File: config.mk
export PLATFORM = sky130hd
export DESIGN_NAME = unified_mem_arbiter
export DESIGN_NICKNAME = d
export VERILOG_FILES = /design/src/rtl/unified_mem_arbiter.sv
export SDC_FILE = /design/constraint.sdc
export NUM_CORES = 1
export LEC_CHECK = 0
export ABC_AREA = 1
export BUFFER_PORTS_ARGS = -buffer_cell sky130_fd_sc_hd__buf_2
export CAP_MARGIN = 5
export CORE_UTILIZATION = 52
export CTS_BUF_LIST = sky130_fd_sc_hd__clkbuf_4
export CTS_CLUSTER_DIAMETER = 40
export DETAILED_ROUTE_END_ITERATION = 8
export PLACE_DENSITY = 0.83
export SLEW_MARGIN = 20
export SYNTH_ARGS = -nofsm -noshare
export SYNTH_HDL_FRONTEND = slang
export SYNTH_SLANG_ARGS = --single-unit
export TNS_END_PERCENT = 30
File: constraint.sdc
create_clock -name CLK -period 2.4 [get_ports CLK]
set_clock_uncertainty 0.1 [all_clocks]
set_input_delay 0.36 -clock CLK [delete_from_list [all_inputs] [get_ports CLK]]
set_output_delay 0.36 -clock CLK [all_outputs]
set_load 0.03 [all_outputs]
File: src/rtl/unified_mem_arbiter.sv
// Shares one single-port SRAM between the instruction-fetch and data ports.
// D has fixed priority; a pending fetch wins after MAX_WAIT consecutive lost cycles.
module unified_mem_arbiter #(
    parameter int AWIDTH   = 12,
    parameter int MAX_WAIT = 3
) (
    input  logic              CLK,
    input  logic              RSTn,
    input  logic              I_REQ,
    input  logic [AWIDTH-1:0] I_ADDR,
    output logic              I_GNT,
    output logic              I_RVALID,
    output logic [31:0]       I_RDATA,
    input  logic              D_REQ,
    input  logic              D_WE,
    input  logic [3:0]        D_BE,
    input  logic [AWIDTH-1:0] D_ADDR,
    input  logic [31:0]       D_WDATA,
    output logic              D_GNT,
    output logic              D_RVALID,
    output logic [31:0]       D_RDATA,
    output logic              MEM_CSN,
    output logic              MEM_WEN,
    output logic [3:0]        MEM_BE,
    output logic [AWIDTH-3:0] MEM_ADDR,
    output logic [31:0]       MEM_DI,
    input  logic [31:0]       MEM_DOUT,
    output logic [31:0]       I_STALL_CNT,
    output logic [31:0]       D_STALL_CNT
);

    // rd_owner | meaning
    // NONE     | no read in flight, MEM_DOUT is not for anyone
    // I        | read granted last cycle belongs to fetch port
    // D        | read granted last cycle belongs to data port
    typedef enum logic [1:0] {OWN_NONE = 2'd0, OWN_I = 2'd1, OWN_D = 2'd2} owner_t;

    localparam logic [7:0] WAIT_MAX = 8'(MAX_WAIT);

    owner_t      rd_owner, rd_owner_nxt;
    logic [7:0]  wait_cnt;
    logic        i_pick, d_pick, d_wr;
    logic [31:0] i_rdata_q, d_rdata_q;
    logic [31:0] i_stall_q, d_stall_q;
    logic        unused_addr_bits;

    assign unused_addr_bits = ^{I_ADDR[1:0], D_ADDR[1:0]};

    always_comb begin
        i_pick       = RSTn && I_REQ && (!D_REQ || (wait_cnt == WAIT_MAX));
        d_pick       = RSTn && D_REQ && !i_pick;
        d_wr         = d_pick && D_WE;
        MEM_CSN      = !(i_pick || d_pick);
        MEM_WEN      = !d_wr;
        MEM_BE       = d_wr ? D_BE : 4'b0000;
        MEM_DI       = d_wr ? D_WDATA : 32'h0;
        MEM_ADDR     = '0;
        rd_owner_nxt = OWN_NONE;
        if (d_pick) begin
            MEM_ADDR = D_ADDR[AWIDTH-1:2];
        end else if (i_pick) begin
            MEM_ADDR = I_ADDR[AWIDTH-1:2];
        end
        if (i_pick) begin
            rd_owner_nxt = OWN_I;
        end else if (d_pick && !D_WE) begin
            rd_owner_nxt = OWN_D;
        end
    end

    assign I_GNT       = i_pick;
    assign D_GNT       = d_pick;
    // Gate with RSTn so a read in flight when reset hits is never reported.
    assign I_RVALID    = RSTn && (rd_owner == OWN_I);
    assign D_RVALID    = RSTn && (rd_owner == OWN_D);
    assign I_RDATA     = (rd_owner == OWN_I) ? MEM_DOUT : i_rdata_q;
    assign D_RDATA     = (rd_owner == OWN_D) ? MEM_DOUT : d_rdata_q;
    assign I_STALL_CNT = i_stall_q;
    assign D_STALL_CNT = d_stall_q;

    always_ff @(posedge CLK) begin
        if (!RSTn) begin
            rd_owner  <= OWN_NONE;
            wait_cnt  <= 8'd0;
            i_rdata_q <= 32'h0;
            d_rdata_q <= 32'h0;
            i_stall_q <= 32'h0;
            d_stall_q <= 32'h0;
        end else begin
            rd_owner <= rd_owner_nxt;
            if (I_REQ && !i_pick) begin
                if (wait_cnt != WAIT_MAX) begin
                    wait_cnt <= wait_cnt + 8'd1;
                end
            end else begin
                wait_cnt <= 8'd0;
            end
            if (rd_owner == OWN_I) begin
                i_rdata_q <= MEM_DOUT;
            end
            if (rd_owner == OWN_D) begin
                d_rdata_q <= MEM_DOUT;
            end
            if (I_REQ && !i_pick && (i_stall_q != 32'hFFFF_FFFF)) begin
                i_stall_q <= i_stall_q + 32'd1;
            end
            if (D_REQ && !d_pick && (d_stall_q != 32'hFFFF_FFFF)) begin
                d_stall_q <= d_stall_q + 32'd1;
            end
        end
    end

endmodule
# Yosys cells after proc, flatten, opt, wreduce, memory -nomap -nowiden
# Index checks and enable logic that the tools add are counted.
[classes] addsub=3 n_mul=0 div=0 order_cmp=0 eq_ne=6 shifts=0 mux=8 bitwise=1 n_reduce_logical=22
[ops] operator="2-to-1 mux 32 bit" n=3
[ops] operator="adder 32 x 1 -> 32 bit, second input constant" n=2
[ops] operator="inequality test 32 bit, second input constant" n=2
[ops] operator="2-to-1 mux 10 bit" n=2
[ops] operator="logical AND 1 bit" n=12
[ops] operator="adder 8 x 1 -> 8 bit, second input constant" n=1
[ops] operator="== test 8 x 2 -> 1 bit, second input constant" n=1
[ops] operator="inequality test 8 x 2 -> 1 bit, second input constant" n=1
[ops] operator="logical NOT 1 bit" n=6
[ops] operator="2-to-1 mux 4 bit" n=1
[ops] operator="== test 2 x 1 -> 1 bit, second input constant" n=1
[ops] operator="== test 2 bit, second input constant" n=1
[ops] operator="logical OR 1 bit" n=2
[ops] operator="2-to-1 mux 2 bit" n=1
[ops] operator="AND reduction 2 bit" n=1
[ops] operator="OR reduction 2 bit" n=1
[ops] operator="2-to-1 mux 1 bit" n=1
[ops] operator="inverter 1 bit" n=1
[totals] reg_bits=138 latchBits=0 ram_bits=0 mem_bits_ro=0 out_inout_bits=180 wordCells=47 n_memories=0

# Logic depth before layout (Yosys ltp)
[logic_depth] depth_word=8 mapped_depth=12

# Least setup slack after synthesis
# Ideal clock, no wire load.
[synth_timing] path_kind="register -> output" from="register wait_cnt[0]" to="output MEM_ADDR[0]" arrival_ps=1868 required_time_ps=1940 path_slack_ps=72 path_stages_with_launch=10 n_path_buf=1 path_cell_list="dfxtp_1 ha_1 nand2_1 nor2_1 nand2_1 nand2_1 nand2_1 inv_1 clkbuf_1 a22o_1"
[synth_between] elab_chain_cells=6 word_cells_on_any_way=7
[synth_lines] element="start, declared" line_no="41" rtl="logic [7:0] wait_cnt;"
[synth_lines] element="start signal, assigned" line_no="93" rtl="wait_cnt <= wait_cnt + 8'd1;"
[synth_lines] element="== test 8 x 2 -> 1 bit *" line_no="50" rtl="i_pick = RSTn && I_REQ && (!D_REQ || (wait_cnt == WAIT_MAX));"
[synth_lines] element="logical OR 1 bit *" line_no="50"
[synth_lines] element="logical AND 1 bit *" line_no="50"
[synth_lines] element="via I_GNT" line_no="11" rtl="output logic I_GNT,"
[synth_lines] element="logical NOT 1 bit" line_no="51" rtl="d_pick = RSTn && D_REQ && !i_pick;"
[synth_lines] element="logical AND 1 bit" line_no="51"
[synth_lines] element="2-to-1 mux 10 bit *" line_no="59" rtl="if (d_pick) begin"
[synth_lines] element="end, declared" line_no="25" rtl="output logic [AWIDTH-3:0] MEM_ADDR,"
# Mark *: on every way through the listed nets, which the timed path passes. The rest lies on a longest branch.

# Worst setup path after layout
[layout_timing] from="register wait_cnt[1]" to="output MEM_DI[25]"
[layout_between] elab_chain_cells=7
[layout_lines] element="== test 8 x 2 -> 1 bit" line_no="50"
[layout_lines] element="logical OR 1 bit" line_no="50"
[layout_lines] element="logical AND 1 bit" line_no="50"
[layout_lines] element="logical NOT 1 bit" line_no="51"
[layout_lines] element="logical AND 1 bit" line_no="51"
[layout_lines] element="logical AND 1 bit" line_no="52" rtl="d_wr = d_pick && D_WE;"
[layout_lines] element="2-to-1 mux 32 bit" line_no="56" rtl="MEM_DI = d_wr ? D_WDATA : 32'h0;"
[layout_lines] element="end, declared" line_no="26" rtl="output logic [31:0] MEM_DI,"
# Every way passes these cells.

==> out/results.ini <==
[power_and_ir_drop]
p_leak_nw=5.491
p_per_area_mw_per_mm2=452.8
ir_drop_mv=0.4235

[route]
drc=0
drt-wirelength-per-cell_um=13.03
routed_via_density=5.012
ant_nets=0
routed-via-count=8846
drt_first_pass_iters=6
routed_wl_um=22990
drtIter0Drc=639

[placement]
placed_cell_area_sq_mm=0.009291
hpwl_um=15090
portBuffers=272
routabilityCongestion=0.9641

[sta]
fin_ws_ps=-304.6
min_period_ps=2705
slew_headroom_pct=62.23
setup_viol=48
worst_pin_slew_ps=566.6
hold_violations=0
whs_ps=162.4
fin_crit_sh_pct=112.7
setup_tns_ps=-13410
rsz0062_at_grt=true
clock.fmax_mhz=369.7
finalMaxSlewViolations=0

[synth]
ys_types=32
syn_nets=1355
synth_top_family_by_area=simple AND/OR/NAND/NOR gates
seq_area_frac_synth_pct=35.83
synthAdderAreaFrac_pct=0.4869
synth.area.mux_share_pct=0
avgSynthCellArea_sq_um=6.143
yosys_warnings=0
ys_seq_elements=138
syn_area_sq_mm=0.007710
synth-compound-area-share_pct=9.770
synthXorXnorAreaFrac_pct=2.954
synthSimpleGateAreaFrac_pct=37.81
synthCells=1255

[global_routing]
grt_pass1_vias=7444
grt_max_degree=121
grt_usage_pct=28.21
grt_pass1_wl_um=34090
grt_overflow_total=0
antenna_found_initial=1

[clock_network]
clk_pin_slew_ps=130
cts-buffers-inserted=17
max-clock-path-buffers=2
cts_tree=done
clk_root_buffer_cell=clkbuf_4
cts_sinks=138
cts_max_level=4
clock_latency_ps=550

[layout]
fill_cells=1211
drive_gt1_share_pct=25.25
design_area_sq_mm=0.01043
nets=1667
syn2layout_area_growth_pct=35.28

[hold_path]
hold_path_startpoint=RSTn
worst_hold_path_type=in -> reg
min_to=D_STALL_CNT[28]
hold_depth=4

[status]
status=complete, but fails checks
violations=setup timing

[run]
cap_violations=0

[floorplanning]
die_h_um=123.8
initial_utilization_pct=53.25
fp.dieW_um=123.8
io_pins=277
die-area_sq_mm=0.01532
coreArea_sq_mm=0.01448
core.rowCount=44

[worst_setup_path]
crit_type=reg -> out
end_kind=output pin
r2r_start=I_STALL_CNT[1]
timing.rr.end=I_STALL_CNT[14]
crit_fanout=9
crit_arrival_ps=2240
reg2regPathDepth=10
cp-start-kind=flop
r2r_slack_ps=290
cp.required_ps=1940

-- layout make-up --
cell class / instances / area, sq um / area share [%]
multi-input combinational: 863 / 4084 / 39.16
clock buffer: 17 / 127.6 / 1.224
inverter: 206 / 780.7 / 7.486
sequential: 138 / 2765 / 26.51
tap: 184 / 230.2 / 2.207
clock inverter: 15 / 113.9 / 1.092
antenna: 1 / 2.502 / 0.02399
timing repair buffer: 341 / 2326 / 22.30
-- cell families after synthesis --
family / count (synthesis)
adders and majority gates: 3
DFF: 138
xor gates and xnor gates: 26
and+or+nand+nor: 691
AOI/OAI and AO/OA: 143
buffers and inverters: 254
-- where the power goes --
group	internal (W)	switching, W
clock network	0.000427	0.000946
logic	0.000343	0.000636
registers	0.00235	0.0000188
-- Yosys cell counts, drive strengths merged --
cell | instances | share of area, %
o21ai | 64 | 4.2
clkinv | 1 | 0.049
clkbuf | 31 | 1.5
xor2 | 16 | 1.8
nor2b | 1 | 0.18
nor3b | 2 | 0.19
nor2 | 224 | 11
nand2 | 367 | 18
a22o | 10 | 1.1
nand3b | 22 | 2.3
a21oi | 69 | 4.5
dfxtp | 138 | 36
xnor2 | 10 | 1.1
or2 | 2 | 0.16
nor3 | 3 | 0.19
buf | 17 | 1.6
inv | 205 | 10
nand4 | 16 | 1.3
nand3 | 52 | 3.8
and2 | 1 | 0.081
ha | 3 | 0.49
and3 | 1 | 0.081
-- worst max-delay path: stages, from the launching register on --
cell        delay, ps
dfxtp_2           380
ha_4              160
nand2_4            60
nor2_4            120
nand2_2            70
nand2_2            70
nand2_2            70
nand2_4            80
clkinvlp_4        160
nand2_8           180
buf_8             140
nor2_1             50
buf_4             160
-- layer usage --
layer	part of all wire (%)	track usage, %	vias to the layer above
met1	41	34.40	3947
met4	2.5	10.99	0
met3	7.7	6.181	52
met5	0	0	-
li1	-	-	4462
met2	49	48.13	385
-- sequential cells by signal (all words and copies together) (netlist names) --
register	flops
d_rdata_q	32
rd_owner	2
wait_cnt	8
I_STALL_CNT	32
D_STALL_CNT	32
i_rdata_q	32
-- cells in the final DEF (no fill, tap or decap), types with 6 or more instances in the layout --
master         instances
dfxtp_1              136
nand2_2                7
buf_4                 42
buf_6                 35
nand2_1              356
nor2_1               196
o21ai_1               18
nand3_1               49
buf_2                223
xor2_1                16
inv_6                  6
a21oi_1               68
nand3b_1              21
nand4_1               16
o21ai_0               42
nor2_2                18
dlygate4sd3_1         33
xnor2_1               10
inv_1                199
nor2_4                10
clkbuf_4              17
a22o_1                10
-- worst max-delay path by stage --
stage,end,slack [ps],from,cells after the start
6_report,MEM_DI[25],-300,wait_cnt[1],12
5_1_grt,MEM_DI[13],-450,wait_cnt[2],12
4_1_cts,MEM_ADDR[6],-260,wait_cnt[0],11
3_5_place_dp,MEM_DI[30],60,wait_cnt[0],12
3_3_place_gp,MEM_DI[13],120,wait_cnt[0],12
2_1_floorplan,MEM_ADDR[0],70,wait_cnt[0],9
-- through the flow --
step	util [%]	total power [W]	instances	setup slack [ps]
3_5_place_dp	64.17	0.003252	1686	55.33
5_1_grt	72.04	0.004940	1765	-445.8
6_report	72.04	0.004723	1765	-304.6
2_1_floorplan	-	0.002979	1255	72.06
4_1_cts	69.43	0.004677	1755	-261.7
3_3_place_gp	64.17	0.003242	1686	122.8
-- what timing repair did --
action | in CTS | in global routing
setup endpoints to repair | 76 | 72
cloned | 0 | 6
resized for setup | 82 | 70
hold buffers | 33 | 0
pin swaps | 1 | 7
buffers inserted | 4 | 3
endpoints found under the hold margin | 60 | 0
Power figures use the tool's default switching activity.
